<file path="config.mk">
export PLATFORM = sky130hd
export DESIGN_NAME = brew_sequencer
export DESIGN_NICKNAME = d
export VERILOG_FILES = /design/src/rtl/brew_sequencer.sv
export SDC_FILE = /design/constraint.sdc
export NUM_CORES = 1
export LEC_CHECK = 0
export BUFFER_PORTS_ARGS = -buffer_cell sky130_fd_sc_hd__buf_4
export CAP_MARGIN = 15
export CELL_PAD_IN_SITES_DETAIL_PLACEMENT = 0
export CELL_PAD_IN_SITES_GLOBAL_PLACEMENT = 1
export CORE_ASPECT_RATIO = 0.75
export CORE_MARGIN = 2
export CORE_UTILIZATION = 47
export CTS_CLUSTER_DIAMETER = 60
export DETAILED_ROUTE_END_ITERATION = 7
export PLACE_DENSITY = 0.95
export SLEW_MARGIN = 10
export SYNTH_ARGS = -nofsm -noshare
export SYNTH_HDL_FRONTEND = slang
export SYNTH_SLANG_ARGS = --single-unit
</file>
<file path="constraint.sdc">
create_clock -name clk -period 6.75 [get_ports clk]
set_clock_uncertainty 0.1 [all_clocks]
set_input_delay 0.3375 -clock clk [delete_from_list [all_inputs] [get_ports clk]]
set_output_delay 0.3375 -clock clk [all_outputs]
set_load 0.03 [all_outputs]
</file>
<file path="src/rtl/brew_sequencer.sv">
// brew_sequencer: dispense-cycle sequencer sitting between the coin/credit FSM
// and the actuator drivers. Runs cup drop, grind, brew (pump) and change-coin
// ejection, and latches faults until an operator acknowledge.
//
// Optional feature: define CUP_CHECK_EN to add a CUPWAIT phase after the cup
// drop that waits for cup_ok (faulting after CUP_TIMEOUT cycles without it).
// With the macro undefined, cup_ok is ignored and CUP goes straight to GRIND.
//
// Ports:
//   clk        in   system clock, rising edge
//   reset      in   asynchronous active-low reset
//   start      in   dispense request pulse (honoured only in IDLE)
//   rest_in    in   change-coin count, sampled with start
//   water_ok   in   water level/temperature good
//   cup_ok     in   cup present sensor (CUP_CHECK_EN builds only)
//   ack        in   fault acknowledge (honoured only in FAULT)
//   busy       out  sequencer not in IDLE
//   cup_drop   out  cup dispenser actuator
//   grinder    out  grinder motor
//   pump       out  brew pump
//   coin_eject out  change hopper, one pulse per coin
//   done       out  one-cycle pulse after a successful dispense
//   fault      out  fault latched
//
// state    | meaning
// ---------+------------------------------------------------------------
// IDLE     | waiting for start
// CUP      | cup_drop high for CUP_CYC cycles
// CUPWAIT  | waiting for cup_ok (CUP_CHECK_EN only), actuators off
// GRIND    | grinder high for GRIND_CYC cycles
// BREW     | pump high for BREW_CYC cycles, aborts to FAULT on !water_ok
// CHANGE   | one coin pulse every COIN_GAP cycles until the count is 0
// DONE     | done pulse, then IDLE
// FAULT    | fault high, actuators off, coin count held until ack

module brew_sequencer #(
    parameter int CUP_CYC     = 4,
    parameter int GRIND_CYC   = 8,
    parameter int BREW_CYC    = 16,
    parameter int COIN_GAP    = 3,
    parameter int REST_W      = 3,
    parameter int CUP_TIMEOUT = 32
) (
    input  logic              clk,
    input  logic              reset,
    input  logic              start,
    input  logic [REST_W-1:0] rest_in,
    input  logic              water_ok,
    input  logic              cup_ok,
    input  logic              ack,
    output logic              busy,
    output logic              cup_drop,
    output logic              grinder,
    output logic              pump,
    output logic              coin_eject,
    output logic              done,
    output logic              fault
);

    localparam int MAX_A   = (CUP_CYC > GRIND_CYC) ? CUP_CYC : GRIND_CYC;
    localparam int MAX_B   = (MAX_A > BREW_CYC) ? MAX_A : BREW_CYC;
    localparam int MAX_C   = (MAX_B > COIN_GAP) ? MAX_B : COIN_GAP;
    localparam int MAX_ALL = (MAX_C > CUP_TIMEOUT) ? MAX_C : CUP_TIMEOUT;
    localparam int CW      = $clog2(MAX_ALL) + 1;

    // Down-counters load N-1 on phase entry and the phase ends when they hit 0.
    localparam logic [CW-1:0] CUP_LD   = CW'(CUP_CYC - 1);
    localparam logic [CW-1:0] GRIND_LD = CW'(GRIND_CYC - 1);
    localparam logic [CW-1:0] BREW_LD  = CW'(BREW_CYC - 1);
    localparam logic [CW-1:0] GAP_LD   = CW'(COIN_GAP - 1);
`ifdef CUP_CHECK_EN
    localparam logic [CW-1:0] WAIT_LD  = CW'(CUP_TIMEOUT - 1);
`endif

    typedef enum logic [2:0] {
        S_IDLE,
        S_CUP,
`ifdef CUP_CHECK_EN
        S_CUPWAIT,
`endif
        S_GRIND,
        S_BREW,
        S_CHANGE,
        S_DONE,
        S_FAULT
    } state_t;

    state_t            state;
    logic [CW-1:0]     cnt;
    logic [REST_W-1:0] coins;
    logic              faulted;

`ifndef CUP_CHECK_EN
    logic unused_cup_ok;
    assign unused_cup_ok = cup_ok;
`endif

    // Outputs are registered: each branch sets the values that belong to the
    // state being entered, on top of the all-off defaults below.
    always_ff @(posedge clk or negedge reset) begin
        if (!reset) begin
            state      <= S_IDLE;
            cnt        <= '0;
            coins      <= '0;
            faulted    <= 1'b0;
            busy       <= 1'b0;
            cup_drop   <= 1'b0;
            grinder    <= 1'b0;
            pump       <= 1'b0;
            coin_eject <= 1'b0;
            done       <= 1'b0;
            fault      <= 1'b0;
        end else begin
            busy       <= 1'b1;
            cup_drop   <= 1'b0;
            grinder    <= 1'b0;
            pump       <= 1'b0;
            coin_eject <= 1'b0;
            done       <= 1'b0;
            fault      <= 1'b0;
            case (state)
                S_IDLE: begin
                    busy <= 1'b0;
                    if (start) begin
                        coins   <= rest_in;
                        faulted <= 1'b0;
                        busy    <= 1'b1;
                        if (!water_ok) begin
                            state   <= S_FAULT;
                            fault   <= 1'b1;
                            faulted <= 1'b1;
                        end else begin
                            state    <= S_CUP;
                            cnt      <= CUP_LD;
                            cup_drop <= 1'b1;
                        end
                    end
                end
                S_CUP: begin
                    if (cnt == '0) begin
`ifdef CUP_CHECK_EN
                        state <= S_CUPWAIT;
                        cnt   <= WAIT_LD;
`else
                        state   <= S_GRIND;
                        cnt     <= GRIND_LD;
                        grinder <= 1'b1;
`endif
                    end else begin
                        cnt      <= cnt - 1'b1;
                        cup_drop <= 1'b1;
                    end
                end
`ifdef CUP_CHECK_EN
                S_CUPWAIT: begin
                    if (cup_ok) begin
                        state   <= S_GRIND;
                        cnt     <= GRIND_LD;
                        grinder <= 1'b1;
                    end else if (cnt == '0) begin
                        state   <= S_FAULT;
                        fault   <= 1'b1;
                        faulted <= 1'b1;
                    end else begin
                        cnt <= cnt - 1'b1;
                    end
                end
`endif
                S_GRIND: begin
                    if (cnt == '0) begin
                        state <= S_BREW;
                        cnt   <= BREW_LD;
                        pump  <= 1'b1;
                    end else begin
                        cnt     <= cnt - 1'b1;
                        grinder <= 1'b1;
                    end
                end
                S_BREW: begin
                    // Water loss wins over a normal end of brew.
                    if (!water_ok) begin
                        state   <= S_FAULT;
                        fault   <= 1'b1;
                        faulted <= 1'b1;
                    end else if (cnt == '0) begin
                        if (coins != '0) begin
                            state      <= S_CHANGE;
                            cnt        <= GAP_LD;
                            coins      <= coins - 1'b1;
                            coin_eject <= 1'b1;
                        end else begin
                            state <= S_DONE;
                            done  <= 1'b1;
                        end
                    end else begin
                        cnt  <= cnt - 1'b1;
                        pump <= 1'b1;
                    end
                end
                S_CHANGE: begin
                    if (cnt != '0) begin
                        cnt <= cnt - 1'b1;
                    end else if (coins != '0) begin
                        cnt        <= GAP_LD;
                        coins      <= coins - 1'b1;
                        coin_eject <= 1'b1;
                    end else if (faulted) begin
                        state <= S_IDLE;
                        busy  <= 1'b0;
                    end else begin
                        state <= S_DONE;
                        done  <= 1'b1;
                    end
                end
                S_DONE: begin
                    state <= S_IDLE;
                    busy  <= 1'b0;
                end
                S_FAULT: begin
                    // Refund whatever change was latched; an empty refund
                    // passes through CHANGE in zero cycles.
                    if (ack) begin
                        if (coins != '0) begin
                            state      <= S_CHANGE;
                            cnt        <= GAP_LD;
                            coins      <= coins - 1'b1;
                            coin_eject <= 1'b1;
                        end else begin
                            state <= S_IDLE;
                            busy  <= 1'b0;
                        end
                    end else begin
                        fault <= 1'b1;
                    end
                end
                default: begin
                    state <= S_IDLE;
                    busy  <= 1'b0;
                end
            endcase
        end
    end

endmodule

</file>
==> impl_metrics.json, run 1 <==
{
  "outcome": "finished, final reports clean",
  "area_growth_pct": 12.0,
  "combPwrFrac_pct": 56.5,
  "leakage_nw": 0.708,
  "fmax_mhz": 387,
  "drtPass1Iterations": 4,
  "p_clk_share_pct": 13.7,
  "dp.cells": 215,
  "seqPwrFrac_pct": 29.9,
  "place_ws_ns": 4.20,
  "layout_common_cells": "dfrtp_1, nor2_1, nand2_1, buf_4, inv_1",
  "worstSetupStartpointType": "flip-flop",
  "ys.flop_type": "dfrtp_1",
  "crit_path_end_kind": "flip-flop",
  "fin_area_sq_mm": 0.00166,
  "hold_viol": 0,
  "drv_slew": 0,
  "rows": 17,
  "instances_no_fill": 220,
  "internal_power_uw": 469,
  "crit_path_top_delay_cell": "dfrtp_1",
  "synth-edff-count": 0,
  "slew_headroom_pct": 37.7,
  "antenna_cells": 0,
  "die_width_um": 68.9,
  "finalCritPeriodShare_pct": 38.2,
  "rsz0062_at_grt": "no",
  "ys_types": 55,
  "tns_ns": 0,
  "dieHeight_um": 52.7,
  "wl_per_cell_um": 15.9,
  "h-tree-depth": 1,
  "track_usage_pct": 21.8,
  "clockRootBuffer": "clkbuf_8",
  "num_vias": 1358,
  "critPathKind": "reg2reg",
  "cts-resized-gates": 0,
  "antenna_left": 0,
  "final_common_cell": "dfrtp_1",
  "fin_nets": 196,
  "ys.warnings.count": 0,
  "cts.sinks": 20,
  "p_sw_uw": 421,
  "max-vdd-ir-drop_uv": 282,
  "ios": 16,
  "fillerInstances": 279,
  "clock_latency_ns": 0.26,
  "clk_pin_slew_ns": 0.08,
  "synth_nets": 186,
  "via_per_inst": 6.17,
  "cts_tree": "built",
  "grt_pass1_wl_um": 5830,
  "grt-ovfl-total": 0,
  "core_sq_mm": 0.00298,
  "placed_cell_area_sq_mm": 0.00158,
  "cp_data_arrival_time_ns": 2.66,
  "die_area_sq_mm": 0.00363,
  "syn_avg_cell_area_sq_um": 8.58,
  "port_buffers": 14,
  "cts_made_buffers": 3,
  "syn-cell-area_sq_mm": 0.00149,
  "max_cap_violations": 0,
  "post_cts_buffers": 0,
  "setup_slack_ns": 4.17,
  "setup_viol": 0,
  "drc_errors": 0,
  "start_util_pct": 49.9,
  "antenna_found_initial": 0,
  "crit_fanout": 31,
  "grt_pass1_vias": 1261,
  "drt_iter0_drc": 168,
  "worstPathCellList": "nor3_1 > a211oi_2 > or4b_4 > or3_1 > o221ai_1",
  "cts_buffer_depth": 2,
  "async_reset_ff_share_pct": 100,
  "grt_max_degree": 32,
  "routabilityCongestion": 0.864,
  "period_minus_slack_ns": 2.58,
  "tightest_slew_ns": 0.935,
  "holdWs_ns": 0.281,
  "drive_above_1_share_pct": 14.8,
  "required_ns": 6.83,
  "wl_um": 3500,
  "ys_seq_area_share_pct": 33.7,
  "slowest_delay_ns": 0.96,
  "dp_hpwl_um": 2470,
  "power_density_mw_per_mm2": 535,
  "hold_class": "in2reg",
  "syn_inst": 173,
  "ys_seq_elements": 20,
  "switching_share_pct": 47.3
}
[synthesized netlist by cell type (3+ instances only)]
library cell	number	area, sq um
nor2b_1	5	31.3
o21ai_1	3	15.0
a21boi_0	4	30.0
dfrtp_1	20	500
inv_1	11	41.3
nor2_1	16	60.1
o32a_1	4	40.0
a21oi_1	9	45.0
o21ai_0	5	25.0
o31ai_1	5	37.5
nand2_1	14	52.6
o21a_1	4	30.0
nand2b_1	3	18.8
a31oi_1	4	25.0
nor3_1	6	30.0
nand3_1	3	15.0
ha_1	4	50.1
buf_1	3	11.3
or3_1	3	18.8
[state kept, by name, indices dropped and copies added (netlist names)]
signal      cells
faulted         1
cup_drop        1
busy            1
done            1
cnt             6
fault           1
coin_eject      1
grinder         1
coins           3
pump            1
state           3
[power groups by stage]
stage	clock (mW)	sequential (mW)	combinational [mW]
after detailed placement	0	0.265	0.498
after floorplan	0	0.226	0.432
after global routing	0.131	0.277	0.555
after CTS	0.124	0.262	0.501
final	0.121	0.266	0.503
after global placement	0	0.262	0.482
[layout make-up]
cell class                      instances  area (sq um)  share of cell area [%]
Clock buffer                            3          41.3                    2.48
Clock inverter                          1          30.0                    1.80
Inverter                               11          41.3                    2.48
Multi-Input combinational cell        132           888                    53.4
Sequential cell                        20           500                    30.1
Tap cell                               38          47.5                    2.86
Timing Repair Buffer                   15           115                    6.92
[worst max-delay path, delay by kind of cell, from the launching register on]
family | cells | cell delay, ns
AOI/OAI and AO/OA | 2 | 0.32
DFF | 1 | 0.96
and+or+nand+nor | 3 | 1.12
[routing by layer]
layer / track usage, % / vias to the layer above / wire [um]
met5: 0 / - / 0
met4: 3.92 / 0 / 14
met3: 5.16 / 2 / 202
met2: 34.8 / 44 / 1560
met1: 30.2 / 647 / 1720
li1: - / 665 / -
[logic make-up after synthesis]
kind of cell    share of synthesized area [%]
flops                                    33.7
buf+inv                                  6.49
fa+ha+maj                                3.37
compound gates                           31.0
mux                                      2.44
xor+xnor                                 1.18
simple gates                             21.8
[metrics by stage]
stage          utilization, %  power, mW
6_report                 55.9      0.890
5_1_grt                  55.9      0.964
4_1_cts                  55.9      0.887
3_5_place_dp             53.2      0.763
3_3_place_gp             53.2      0.744
2_1_floorplan               -      0.659
[what timing repair did]
| action | in CTS | in global routing |
|---|---|---|
| endpoints found under the setup margin | 0 | 0 |
| endpoints found under the hold margin | 20 | 0 |
| hold buffers | 1 | 0 |
[worst paths after layout]
check                           startpoint        to  slack, ns  cells after the start
min in group asynchronous            reset    cnt[4]       0.39                      2
worst min register to register    coins[0]  coins[0]       0.39                      1
worst min-delay path                   ack     fault       0.28                      4
max in group asynchronous            reset   faulted       5.95                      2
worst max register to register    state[1]    cnt[5]       4.17                      5
worst max-delay path              state[1]    cnt[5]       4.17                      5
No activity file was read; power rests on OpenSTA's default activity.
==> run 2, diff against run 1 <==
--- a/config.mk
+++ b/config.mk
@@ -5,16 +5,17 @@
 export SDC_FILE = /design/constraint.sdc
 export NUM_CORES = 1
 export LEC_CHECK = 0
+export ABC_AREA = 1
 export BUFFER_PORTS_ARGS = -buffer_cell sky130_fd_sc_hd__buf_4
 export CAP_MARGIN = 15
 export CELL_PAD_IN_SITES_DETAIL_PLACEMENT = 0
 export CELL_PAD_IN_SITES_GLOBAL_PLACEMENT = 1
 export CORE_ASPECT_RATIO = 0.75
 export CORE_MARGIN = 2
-export CORE_UTILIZATION = 47
+export CORE_UTILIZATION = 41
 export CTS_CLUSTER_DIAMETER = 60
 export DETAILED_ROUTE_END_ITERATION = 7
-export PLACE_DENSITY = 0.95
+export PLACE_DENSITY = 0.89
 export SLEW_MARGIN = 10
 export SYNTH_ARGS = -nofsm -noshare
 export SYNTH_HDL_FRONTEND = slang
==> constraint.sdc (replaced) <==
create_clock -name clk -period 2.64 [get_ports clk]
set_clock_uncertainty 0.1 [all_clocks]
set_input_delay 0.132 -clock clk [delete_from_list [all_inputs] [get_ports clk]]
set_output_delay 0.132 -clock clk [all_outputs]
set_load 0.03 [all_outputs]
==> impl_metrics.json, run 2 <==
{
  "critPathKind": "reg2reg",
  "finalCritPeriodShare_pct": 77.7,
  "synthXorXnorAreaFrac_pct": 0.603,
  "clock_latency_ns": 0.27,
  "largest_reg_flops": 6,
  "ys_top_cells_by_count": "nand2_1, dfrtp_1, inv_1, nand3_1, nor2_1",
  "wl_per_cell_um": 12.1,
  "fmax_mhz": 487,
  "async_reset_ff_share_pct": 100,
  "ff2ff_path_depth": 9,
  "synthMuxAreaShare_pct": 0,
  "crit_family": "simple AND/OR/NAND/NOR gates",
  "antenna_cells": 0,
  "synth_top_area_share_pct": 34.5,
  "startpoint": "cnt[0]",
  "slew_headroom_pct": 65.5,
  "reg2reg_from": "cnt[0]",
  "synth_nets": 228,
  "die_area_sq_mm": 0.00404,
  "dp.cells": 268,
  "required_ns": 2.69,
  "leakage_nw": 0.936,
  "worstSetupStartpointType": "flip-flop",
  "top_regs": "cnt: 6 flops, coins: 3 flops, state: 3 flops",
  "num_vias": 1330,
  "synth_adder_area_share_pct": 3.45,
  "ys.flop_type": "dfrtp_1",
  "layout_common_cells": "nand2_1, inv_1, nand3_1, dfrtp_1, nor2_1",
  "crit_path_top_delay_cell": "dfrtp_1",
  "ios": 16,
  "antenna_left": 0,
  "ys_types": 28,
  "drv_slew": 0,
  "power_density_mw_per_mm2": 1330,
  "grt-ovfl-total": 0,
  "antenna_found_initial": 0,
  "cp_num_cells": 9,
  "start_util_pct": 43.5,
  "die_width_um": 72.7,
  "syn_inst": 215,
  "drive_above_1_share_pct": 21.8,
  "clockRootBuffer": "clkbuf_8",
  "syn-cell-area_sq_mm": 0.00145,
  "dp_hpwl_um": 2500,
  "port_buffers": 14,
  "synth_area_leader_cell": "dfrtp_1",
  "wl_um": 3300,
  "h-tree-depth": 1,
  "tns_ns": 0,
  "via_per_inst": 4.85,
  "setup_viol": 0,
  "ys_seq_elements": 20,
  "rows": 18,
  "cts_made_buffers": 3,
  "r2r_slack_ns": 0.59,
  "fin_nets": 248,
  "grt_pass1_wl_um": 5510,
  "synthSimpleGateAreaFrac_pct": 45.4,
  "cts.sinks": 20,
  "hold_viol": 0,
  "synth_top_family_by_area": "simple AND/OR/NAND/NOR gates",
  "synth-edff-count": 0,
  "slowest_delay_ns": 0.39,
  "ys_seq_area_share_pct": 34.5,
  "worstPathCellList": "inv_1 > ha_1 > nand3_1 > nand2_1 > nand2_1 > nor2_1 > nand2_2 > nand2_1 > o21ai_1",
  "cts_buffer_depth": 2,
  "crit_fanout": 13,
  "grt_pass1_vias": 1147,
  "drt_iter0_drc": 85,
  "synth-compound-area-share_pct": 7.76,
  "rsz0062_at_grt": "no",
  "yosysMostFrequentCell": "nand2_1",
  "fillerInstances": 330,
  "crit_top_cell": "nand2_1",
  "syn_avg_cell_area_sq_um": 6.75,
  "crit_path_end_kind": "flip-flop",
  "routabilityCongestion": 0.867,
  "dieHeight_um": 55.5,
  "clk_pin_slew_ns": 0.08,
  "outcome": "finished, final reports clean",
  "max_cap_violations": 0,
  "regMostFlops": "cnt",
  "ys_top_cells_by_area": "dfrtp_1, nand2_1, nand3_1, inv_1, nor2_1",
  "endpoint": "state[1]",
  "area_growth_pct": 16.6,
  "worst-path-buf-inv": 1,
  "reg2reg_to": "state[1]",
  "instances_no_fill": 274,
  "hold_class": "in2reg",
  "cp_data_arrival_time_ns": 2.10,
  "grt_max_degree": 21,
  "tightest_slew_ns": 0.516,
  "cts_tree": "built",
  "ys.warnings.count": 0,
  "core_sq_mm": 0.00333,
  "final_common_cell": "nand2_1",
  "period_minus_slack_ns": 2.05,
  "track_usage_pct": 17.6,
  "post_cts_buffers": 0,
  "drc_errors": 0,
  "drtPass1Iterations": 4,
  "max-vdd-ir-drop_uv": 631
}
run 2: where the power goes:
part	leakage [nW]	switching [mW]	internal, mW
clock	0.0357	0.112	0.203
combinational	0.647	0.920	0.455
sequential	0.253	0.121	0.435
total	0.936	1.15	1.09
run 2: worst min-delay path: cells and delay by family:
kind / cells / cell delay (ns)
buffers and inverters: 2 / 0.21
AOI/OAI and AO/OA: 1 / 0.09
run 2: repair_timing:
item / CTS / global route
endpoints found under the hold margin: 21 / 0
hold buffers: 2 / 0
gates resized for setup: 0 / 0
run 2: how the worst min path moves through the flow:
stage | from | to | slack, ns | depth (start not counted)
after floorplan | reset | busy | -0.26 | 0
after global placement | reset | state[0] | -0.07 | 1
after detailed placement | reset | state[0] | -0.07 | 1
after CTS | ack | coin_eject | 0.09 | 3
after global routing | ack | coin_eject | 0.10 | 3
final | ack | coin_eject | 0.09 | 3
run 2: metrics by stage:
stage / power (mW) / area [sq um] / util [%] / hold slack [ns] / worst slack (ns)
floorplan: 1.60 / 1450 / - / -0.264 / 1.02
global route: 2.48 / 1690 / 50.8 / 0.101 / 0.398
global placement: 1.93 / 1600 / 48.0 / -0.0677 / 0.617
finish: 2.25 / 1690 / 50.8 / 0.0924 / 0.588
detailed placement: 1.93 / 1600 / 48.0 / -0.0691 / 0.612
CTS: 2.26 / 1690 / 50.8 / 0.0884 / 0.592
run 2: kinds of logic (layout without fill, tap and decap cells):
kind of cell,after synthesis,after routing
XOR/XNOR,1,1
flip-flops,20,20
AO/OA/AOI/OAI,20,20
buffers and inverters,31,50
AND/OR/NAND/NOR,139,139
adder cells (fa/ha/maj),4,4
run 2: metal layers:
metal / part of all wire, % / global-route usage, % / vias up
met2: 41 / 21.7 / 21
met3: 3.7 / 4.38 / 5
met4: 0.85 / 3.97 / 0
met5: 0 / 0 / -
met1: 54 / 29.5 / 589
li1: - / - / 715
run 2: layout make-up:
| class | instances | area (sq um) | share of cell area [%] |
|---|---|---|---|
| clock buffer | 3 | 41.3 | 2.44 |
| clock inverter | 1 | 30.0 | 1.77 |
| inverter | 30 | 115 | 6.80 |
| multi-input combinational | 164 | 831 | 49.1 |
| sequential | 20 | 500 | 29.6 |
| tap | 40 | 50.0 | 2.96 |
| timing repair buffer | 16 | 125 | 7.39 |
